[src/rtl/grf_pkg.sv]
`default_nettype none
// +------------------------------------------------------------------+
// | grf_pkg                                                          |
// | Shared register-file write types and constants.                  |
// | Revision: 1.0                                                    |
// +------------------------------------------------------------------+
package grf_pkg;

  localparam int REG_AW   = 5;
  localparam int DATA_W   = 32;
  localparam int NUM_REGS = 32;

  typedef struct packed {
    logic [REG_AW-1:0] addr;
    logic [DATA_W-1:0] data;
    logic [DATA_W-1:0] pc;
  } wb_req_t;

  typedef struct packed {
    logic    live;
    wb_req_t req;
  } fifo_ent_t;

  function automatic logic [NUM_REGS-1:0] reg_onehot(input logic [REG_AW-1:0] r);
    logic [NUM_REGS-1:0] v;
    v    = '0;
    v[r] = 1'b1;
    return v;
  endfunction

endpackage
`default_nettype wire

[src/rtl/wb_req_fifo.sv]
`default_nettype none
// +------------------------------------------------------------------+
// | wb_req_fifo                                                      |
// | In-order write-request queue with per-entry live bit and         |
// | kill-by-address.                                                 |
// | Revision: 1.0                                                    |
// +------------------------------------------------------------------+
module wb_req_fifo
  import grf_pkg::*;
#(
  parameter int DEPTH = 4
) (
  input  logic                    clk,
  input  logic                    reset,
  input  logic                    push,
  input  wb_req_t                 push_req,
  input  logic                    pop,
  input  logic                    kill,
  input  logic [REG_AW-1:0]       kill_addr,
  output fifo_ent_t               head,
  output logic                    empty,
  output logic                    full,
  output logic [DEPTH-1:0]        ent_live,
  output logic [DEPTH*REG_AW-1:0] ent_addr
);

  localparam int AW = $clog2(DEPTH);

  fifo_ent_t   r_mem [DEPTH];
  logic [AW:0] r_wr_ptr;
  logic [AW:0] r_rd_ptr;

  always_comb begin
    empty = (r_wr_ptr == r_rd_ptr);
    full  = (r_wr_ptr[AW] != r_rd_ptr[AW]) &&
            (r_wr_ptr[AW-1:0] == r_rd_ptr[AW-1:0]);
  end

  assign head = r_mem[r_rd_ptr[AW-1:0]];

  generate
    for (genvar g = 0; g < DEPTH; g++) begin : g_ent
      assign ent_live[g]                   = r_mem[g].live;
      assign ent_addr[g*REG_AW +: REG_AW]  = r_mem[g].req.addr;
    end
  endgenerate

  // Popped slots drop their live bit so the scoreboard only sees queued work;
  // the push is written last so a same-cycle kill never hits the younger entry.
  always_ff @(posedge clk) begin
    if (reset) begin
      r_wr_ptr <= '0;
      r_rd_ptr <= '0;
      for (int i = 0; i < DEPTH; i++) begin
        r_mem[i] <= '0;
      end
    end else begin
      for (int i = 0; i < DEPTH; i++) begin
        if (kill && r_mem[i].live && (r_mem[i].req.addr == kill_addr)) begin
          r_mem[i].live <= 1'b0;
        end
      end
      if (pop && !empty) begin
        r_mem[r_rd_ptr[AW-1:0]].live <= 1'b0;
        r_rd_ptr <= r_rd_ptr + 1'b1;
      end
      if (push && !full) begin
        r_mem[r_wr_ptr[AW-1:0]] <= '{live: 1'b1, req: push_req};
        r_wr_ptr <= r_wr_ptr + 1'b1;
      end
    end
  end

endmodule
`default_nettype wire

[src/rtl/grf_wb_arbiter.sv]
`default_nettype none
// +------------------------------------------------------------------+
// | grf_wb_arbiter                                                   |
// | GRF write-port arbiter: pipeline writeback over buffered port B, |
// | pending-write scoreboard. Optional GRF_ARB_B_BYPASS_EN lets B    |
// | write straight through when idle.                                |
// | Revision: 1.0                                                    |
// +------------------------------------------------------------------+
module grf_wb_arbiter
  import grf_pkg::*;
#(
  parameter int DEPTH = 4
) (
  input  logic                clk,
  input  logic                reset,
  input  logic                a_we,
  input  logic [REG_AW-1:0]   a_addr,
  input  logic [DATA_W-1:0]   a_data,
  input  logic [DATA_W-1:0]   a_pc,
  input  logic                b_valid,
  output logic                b_ready,
  input  logic [REG_AW-1:0]   b_addr,
  input  logic [DATA_W-1:0]   b_data,
  input  logic [DATA_W-1:0]   b_pc,
  output logic                grf_we,
  output logic [REG_AW-1:0]   grf_addr,
  output logic [DATA_W-1:0]   grf_data,
  output logic [DATA_W-1:0]   grf_pc,
  output logic [NUM_REGS-1:0] pending_mask
);

  logic                    w_a_valid;
  logic                    w_b_take;
  logic                    w_bypass;
  logic                    w_push;
  logic                    w_pop;
  logic                    w_empty;
  logic                    w_full;
  fifo_ent_t               w_head;
  wb_req_t                 w_b_req;
  logic [DEPTH-1:0]        w_ent_live;
  logic [DEPTH*REG_AW-1:0] w_ent_addr;
  logic [NUM_REGS-1:0]     w_mask;

  assign w_a_valid = a_we && (a_addr != '0);
  assign b_ready   = !reset && !w_full;
  assign w_b_take  = b_valid && b_ready && (b_addr != '0);
  assign w_b_req   = '{addr: b_addr, data: b_data, pc: b_pc};

`ifdef GRF_ARB_B_BYPASS_EN
  assign w_bypass  = w_b_take && w_empty && !w_a_valid;
`else
  assign w_bypass  = 1'b0;
`endif

  assign w_push = w_b_take && !w_bypass;
  assign w_pop  = !w_a_valid && !w_empty;

  wb_req_fifo #(
    .DEPTH (DEPTH)
  ) u_fifo (
    .clk       (clk),
    .reset     (reset),
    .push      (w_push),
    .push_req  (w_b_req),
    .pop       (w_pop),
    .kill      (w_a_valid),
    .kill_addr (a_addr),
    .head      (w_head),
    .empty     (w_empty),
    .full      (w_full),
    .ent_live  (w_ent_live),
    .ent_addr  (w_ent_addr)
  );

  // A killed head still costs its pop cycle, leaving the port idle.
  always_comb begin
    grf_we   = 1'b0;
    grf_addr = '0;
    grf_data = '0;
    grf_pc   = '0;
    if (!reset) begin
      if (w_a_valid) begin
        grf_we   = 1'b1;
        grf_addr = a_addr;
        grf_data = a_data;
        grf_pc   = a_pc;
      end else if (!w_empty) begin
        if (w_head.live) begin
          grf_we   = 1'b1;
          grf_addr = w_head.req.addr;
          grf_data = w_head.req.data;
          grf_pc   = w_head.req.pc;
        end
      end else if (w_bypass) begin
        grf_we   = 1'b1;
        grf_addr = b_addr;
        grf_data = b_data;
        grf_pc   = b_pc;
      end
    end
  end

  always_comb begin
    w_mask = '0;
    for (int i = 0; i < DEPTH; i++) begin
      if (w_ent_live[i]) begin
        w_mask = w_mask | reg_onehot(w_ent_addr[i*REG_AW +: REG_AW]);
      end
    end
    w_mask[0] = 1'b0;
  end

  assign pending_mask = w_mask;

endmodule
`default_nettype wire

[config.mk]
export PLATFORM = sky130hd
export DESIGN_NAME = grf_wb_arbiter
export DESIGN_NICKNAME = d
export VERILOG_FILES = /design/src/rtl/grf_pkg.sv /design/src/rtl/wb_req_fifo.sv /design/src/rtl/grf_wb_arbiter.sv
export SDC_FILE = /design/constraint.sdc
export NUM_CORES = 1
export LEC_CHECK = 0
export ABC_AREA = 1
export BUFFER_PORTS_ARGS = -buffer_cell sky130_fd_sc_hd__clkbuf_2
export CAP_MARGIN = 0
export CORE_MARGIN = 5
export CORE_UTILIZATION = 57
export CTS_CLUSTER_DIAMETER = 100
export DETAILED_ROUTE_END_ITERATION = 10
export PLACE_DENSITY = 0.88
export SKIP_LAST_GASP = 1
export SYNTH_ARGS = -nofsm -noshare
export SYNTH_HDL_FRONTEND = slang
export SYNTH_SLANG_ARGS = --single-unit
[constraint.sdc]
create_clock -name clk -period 4.2 [get_ports clk]
set_clock_uncertainty 0.15 [all_clocks]
set_input_delay 0.63 -clock clk [delete_from_list [all_inputs] [get_ports clk]]
set_output_delay 0.63 -clock clk [all_outputs]
set_load 0.05 [all_outputs]
Word level (Yosys, flattened, before mapping)
Memories as Yosys holds them, arrays and structs flattened. A register that Yosys moved wholly into a read port is not among the register bits.
Index checks and enable logic that the tools add are counted.
{ "totals": {"register_bits": 6, "ramBits": 280, "memories": 1} }
{ "classes": {"n_addsub": 2, "order_cmp": 8, "eq_ne": 7, "mux": 57, "n_bitwise": 7, "n_reduce_logical": 27} }
{ "mem_list": {"columns": ["name", "depth", "word_bits", "rd", "rd_clocked_by_memory_dff", "wr", "line_no", "text"], "rows": [
  ["u_fifo.r_mem", 4, 70, 5, 1, 5, "wb_req_fifo.sv:29", "fifo_ent_t r_mem [DEPTH];"]
]} }
{ "ops": {"columns": ["op", "count"], "rows": [
  ["$mux 32", 12],
  ["$or 32x32->32", 3],
  ["$mux 70", 1],
  ["$reduce_or 70->1", 1],
  ["$mux 1", 32],
  ["$lt 5x6->1 const B", 4],
  ["$demux 1 s5", 4],
  ["$eq 5x5->1", 4],
  ["$ge 5x1->1 const B", 4],
  ["$logic_and 1x1->1", 20],
  ["$mux 5", 4],
  ["$reduce_bool 5->1", 2],
  ["$mux 2", 4],
  ["$add 3x1->3 const B", 2],
  ["$logic_not 1->1", 4],
  ["$or 1x1->1", 4],
  ["$eq 3x3->1", 1],
  ["$eq 2x2->1", 1],
  ["$ne 1x1->1", 1]
]} }

Logic depth before layout (Yosys ltp)
An unclocked memory read counts as a cell.
{ "depth": {"word_depth": 12, "mapped_depth": 11} }

Cells and area by module
From an unflattened synthesis, not the netlist that was laid out.
{ "unflattened": {"cells_unflattened": 1908, "area_unflattened_um2": 15900.2} }
{ "modules_own_cells": {"columns": ["mod", "instances", "cells_per_inst", "area_per_inst_um2"], "rows": [
  ["wb_req_fifo", 1, 1265, 13066.3],
  ["grf_wb_arbiter", 1, 643, 2834.0]
]} }

Least setup slack after synthesis
No wires, ideal clock.
{ "synth_path": {"path_type": "input port to flip-flop", "start": "input b_addr[4]", "end": "memory u_fifo.r_mem[0][0] (netlist name) (enable)", "setup_ns": 0.429, "t_arrival_ns": 2.834, "setup_slack_ns": 0.787, "path_stages": 7, "cell_sequence": "inv_1 nand3_1 nand2_1 nor2_4 nand2_2 buf_2 nand2_1"} }
{ "synth_rtl": {"columns": ["element", "line_no", "text"], "rows": [
  ["start: declaration", "grf_wb_arbiter.sv:22", "input logic [REG_AW-1:0] b_addr,"],
  ["end: declaration", "wb_req_fifo.sv:29", null]
]} }

==> results.cfg <==
[timing]
timing_hold_violations_final = 0
post-route-period-util_pct = 93.4
rsz0062_at_grt = false
fin_crit_ns = 3.92
worstMarginPinSlew_ns = 0.949
drv_slew = 0
slew-limit-headroom_pct = 36.7
fmax_mhz = 255
setup_viol = 0
fin_ws_ns = 0.276
fin_tns_setup_ns = 0

[synth]
synth.yosys.warnings = 0
netlist_top_cells_area = edfxtp_1 (57%), nor2_1 (11%), nand2_1 (5.5%)
avgSynthCellArea_um2 = 9.11
syn_nets = 1746
synth_enable_flop_cells = 276
ys_async_sr_fraction_pct = 0
yosys.area.top_type = edfxtp_1
synthDistinctLibCells = 29
synth.most_common_cell = nor2_1
ys_seq_area_share_pct = 58.6
ys_ff_latch = 288
synth_top_cell_area_share_pct = 57.0
synth_ff_type = edfxtp_1
syn_inst = 1596
syn-cell-area_um2 = 14500
synthTopCellsByCount = nor2_1 (427), edfxtp_1 (276), nand2_1 (214)

[min_path]
hp-class = input pin to flop

[placed_design]
gp_congestion = 1.03
place_area_um2 = 16100
post-place-ws_ns = 0.717
io_buffer_count = 243
dpl.hpwl_um = 26700

[die]
core_um2 = 25200
die_w_um = 170
start_util_pct = 57.7
die_h_um = 170
ios = 245
die-area_um2 = 28800
fp-row-count = 58

[clocking]
cts_tree = built
clk_pin_slew_ns = 0.06
cts_root_buf = clkbuf_16
clk_path_buf_depth = 3
cts_made_buffers = 27
clk_latency_ns = 0.53
htree_levels = 1
hold_buffers = 0
clock-sinks = 288

[global_routing]
grt_pass1_vias = 12900
antenna_found_initial = 0
grt_pass1_wl_um = 66400
grt.overflow.total = 0
grt_max_degree = 83
grt_usage_pct = 29.0

[drt]
vias_per_cell = 6.02
antenna_left = 0
wl_per_cell_um = 20.3
remaining_drc_errors = 0
firstDrtPassIters = 6
via_count = 12800
routed_wl_um = 43200
drt_iter0_markers = 1488

[final_layout]
layout-drive-gt1-share_pct = 18.6
nFillCells = 1880
fin_util_pct = 67.2
layout.nets = 1937
antenna_cells = 0
design_area_um2 = 16900
areaGrowthSynthToFinish_pct = 16.4

[setup_path]
end_kind = output port
required_ns = 3.42
crit_fanout = 68
cp-start-kind = flop
worstPathArrival_ns = 3.14
path_class = flop to output port

[flow_run]
drv_cap = 0

[power_and_ir_drop]
p_per_area_nw_per_um2 = 431
leakage_nw = 7.20
max-vdd-ir-drop_uv = 381

[status]
status = finished clean
## critical path: stages (launching register included)
cell	delay [ns]
dfxtp_4	0.54
inv_4	0.49
nand2_1	0.09
nand2_1	0.08
nand2_1	0.05
o21ai_2	0.11
nand2_1	0.07
nand2_1	0.15
nand2_8	0.32
a21oi_1	0.31
clkbuf_2	0.32
## cell type report
type	instances	area (um^2)	share of cell area (%)
Inverter	113	427	2.52
Clock inverter	10	120	0.709
Tap cell	330	413	2.44
Multi-Input combinational cell	1096	5190	30.7
Clock buffer	34	702	4.15
Timing Repair Buffer	261	1540	9.10
Sequential cell	288	8530	50.4
## metrics by stage
stage	hold WS (ns)	cells	power (mW)
CTS	0.244	2132	7.27
detailed placement	0.380	2088	4.98
finish	0.267	2132	7.29
global route	0.278	2132	7.57
global placement	0.368	2088	4.93
floorplan	0.338	1596	4.50
## timing repair
item                                    in CTS  in global routing
endpoints found under the setup margin       0                 68
setup buffers                                0                  0
resized for setup                            0                  3
## state kept, by name (all words and copies together), names as in the netlist, named ones only
name             flops
u_fifo.r_rd_ptr      3
u_fifo.r_wr_ptr      3
u_fifo.r_mem       280
## final timing paths
check / start / to / slack [ns] / cells after the start
setup / recovery: flop / grf_data[15] / 0.28 / 10
hold / removal: reset / u_fifo.r_rd_ptr[2] / 0.27 / 2
setup reg to reg: u_fifo.r_rd_ptr[1] / u_fifo.r_mem[1][11] / 1.55 / 9
hold reg to reg: u_fifo.r_rd_ptr[2] / u_fifo.r_rd_ptr[2] / 0.40 / 2
## power by group
group	switching (mW)	internal [mW]	total, mW
Sequential	0.100	3.32	3.42
Clock	0.984	1.35	2.34
Combinational	1.12	0.421	1.54
## per-layer routing
metal	routed length (um)	share of wire (%)	GRT usage, %	up-vias
met1	15700	36	36.6	5947
met2	21300	49	49.4	864
li1	-	-	-	5851
met3	4250	9.8	3.87	168
met5	0	0	0	-
met4	2010	4.7	14.1	0
## cell families after synthesis
| family | share of synthesized area, % |
|---|---|
| compound gates | 14.9 |
| xor+xnor | 0.120 |
| fa+ha+maj | 0.688 |
| buf+inv | 6.07 |
| flops | 58.6 |
| other cells | 0.0258 |
| simple gates | 19.5 |
## layout by cell type (no fill, tap or decap), types with 3 or more instances in the layout
master / n
buf_4: 11
ha_1: 8
a21oi_2: 20
nand2_1: 210
nand3_1: 68
or2_2: 3
clkinv_2: 3
dfxtp_1: 10
clkbuf_16: 27
nor2_1: 427
clkinv_1: 4
inv_1: 108
nand2_4: 8
buf_12: 13
a21oi_1: 61
bufinv_16: 3
o22ai_1: 76
edfxtp_1: 276
inv_2: 4
nor3_1: 3
o22a_1: 25
o221ai_1: 25
o21ai_0: 151
clkbuf_1: 7
clkbuf_2: 235
No activity file was read; power rests on OpenSTA's default activity.
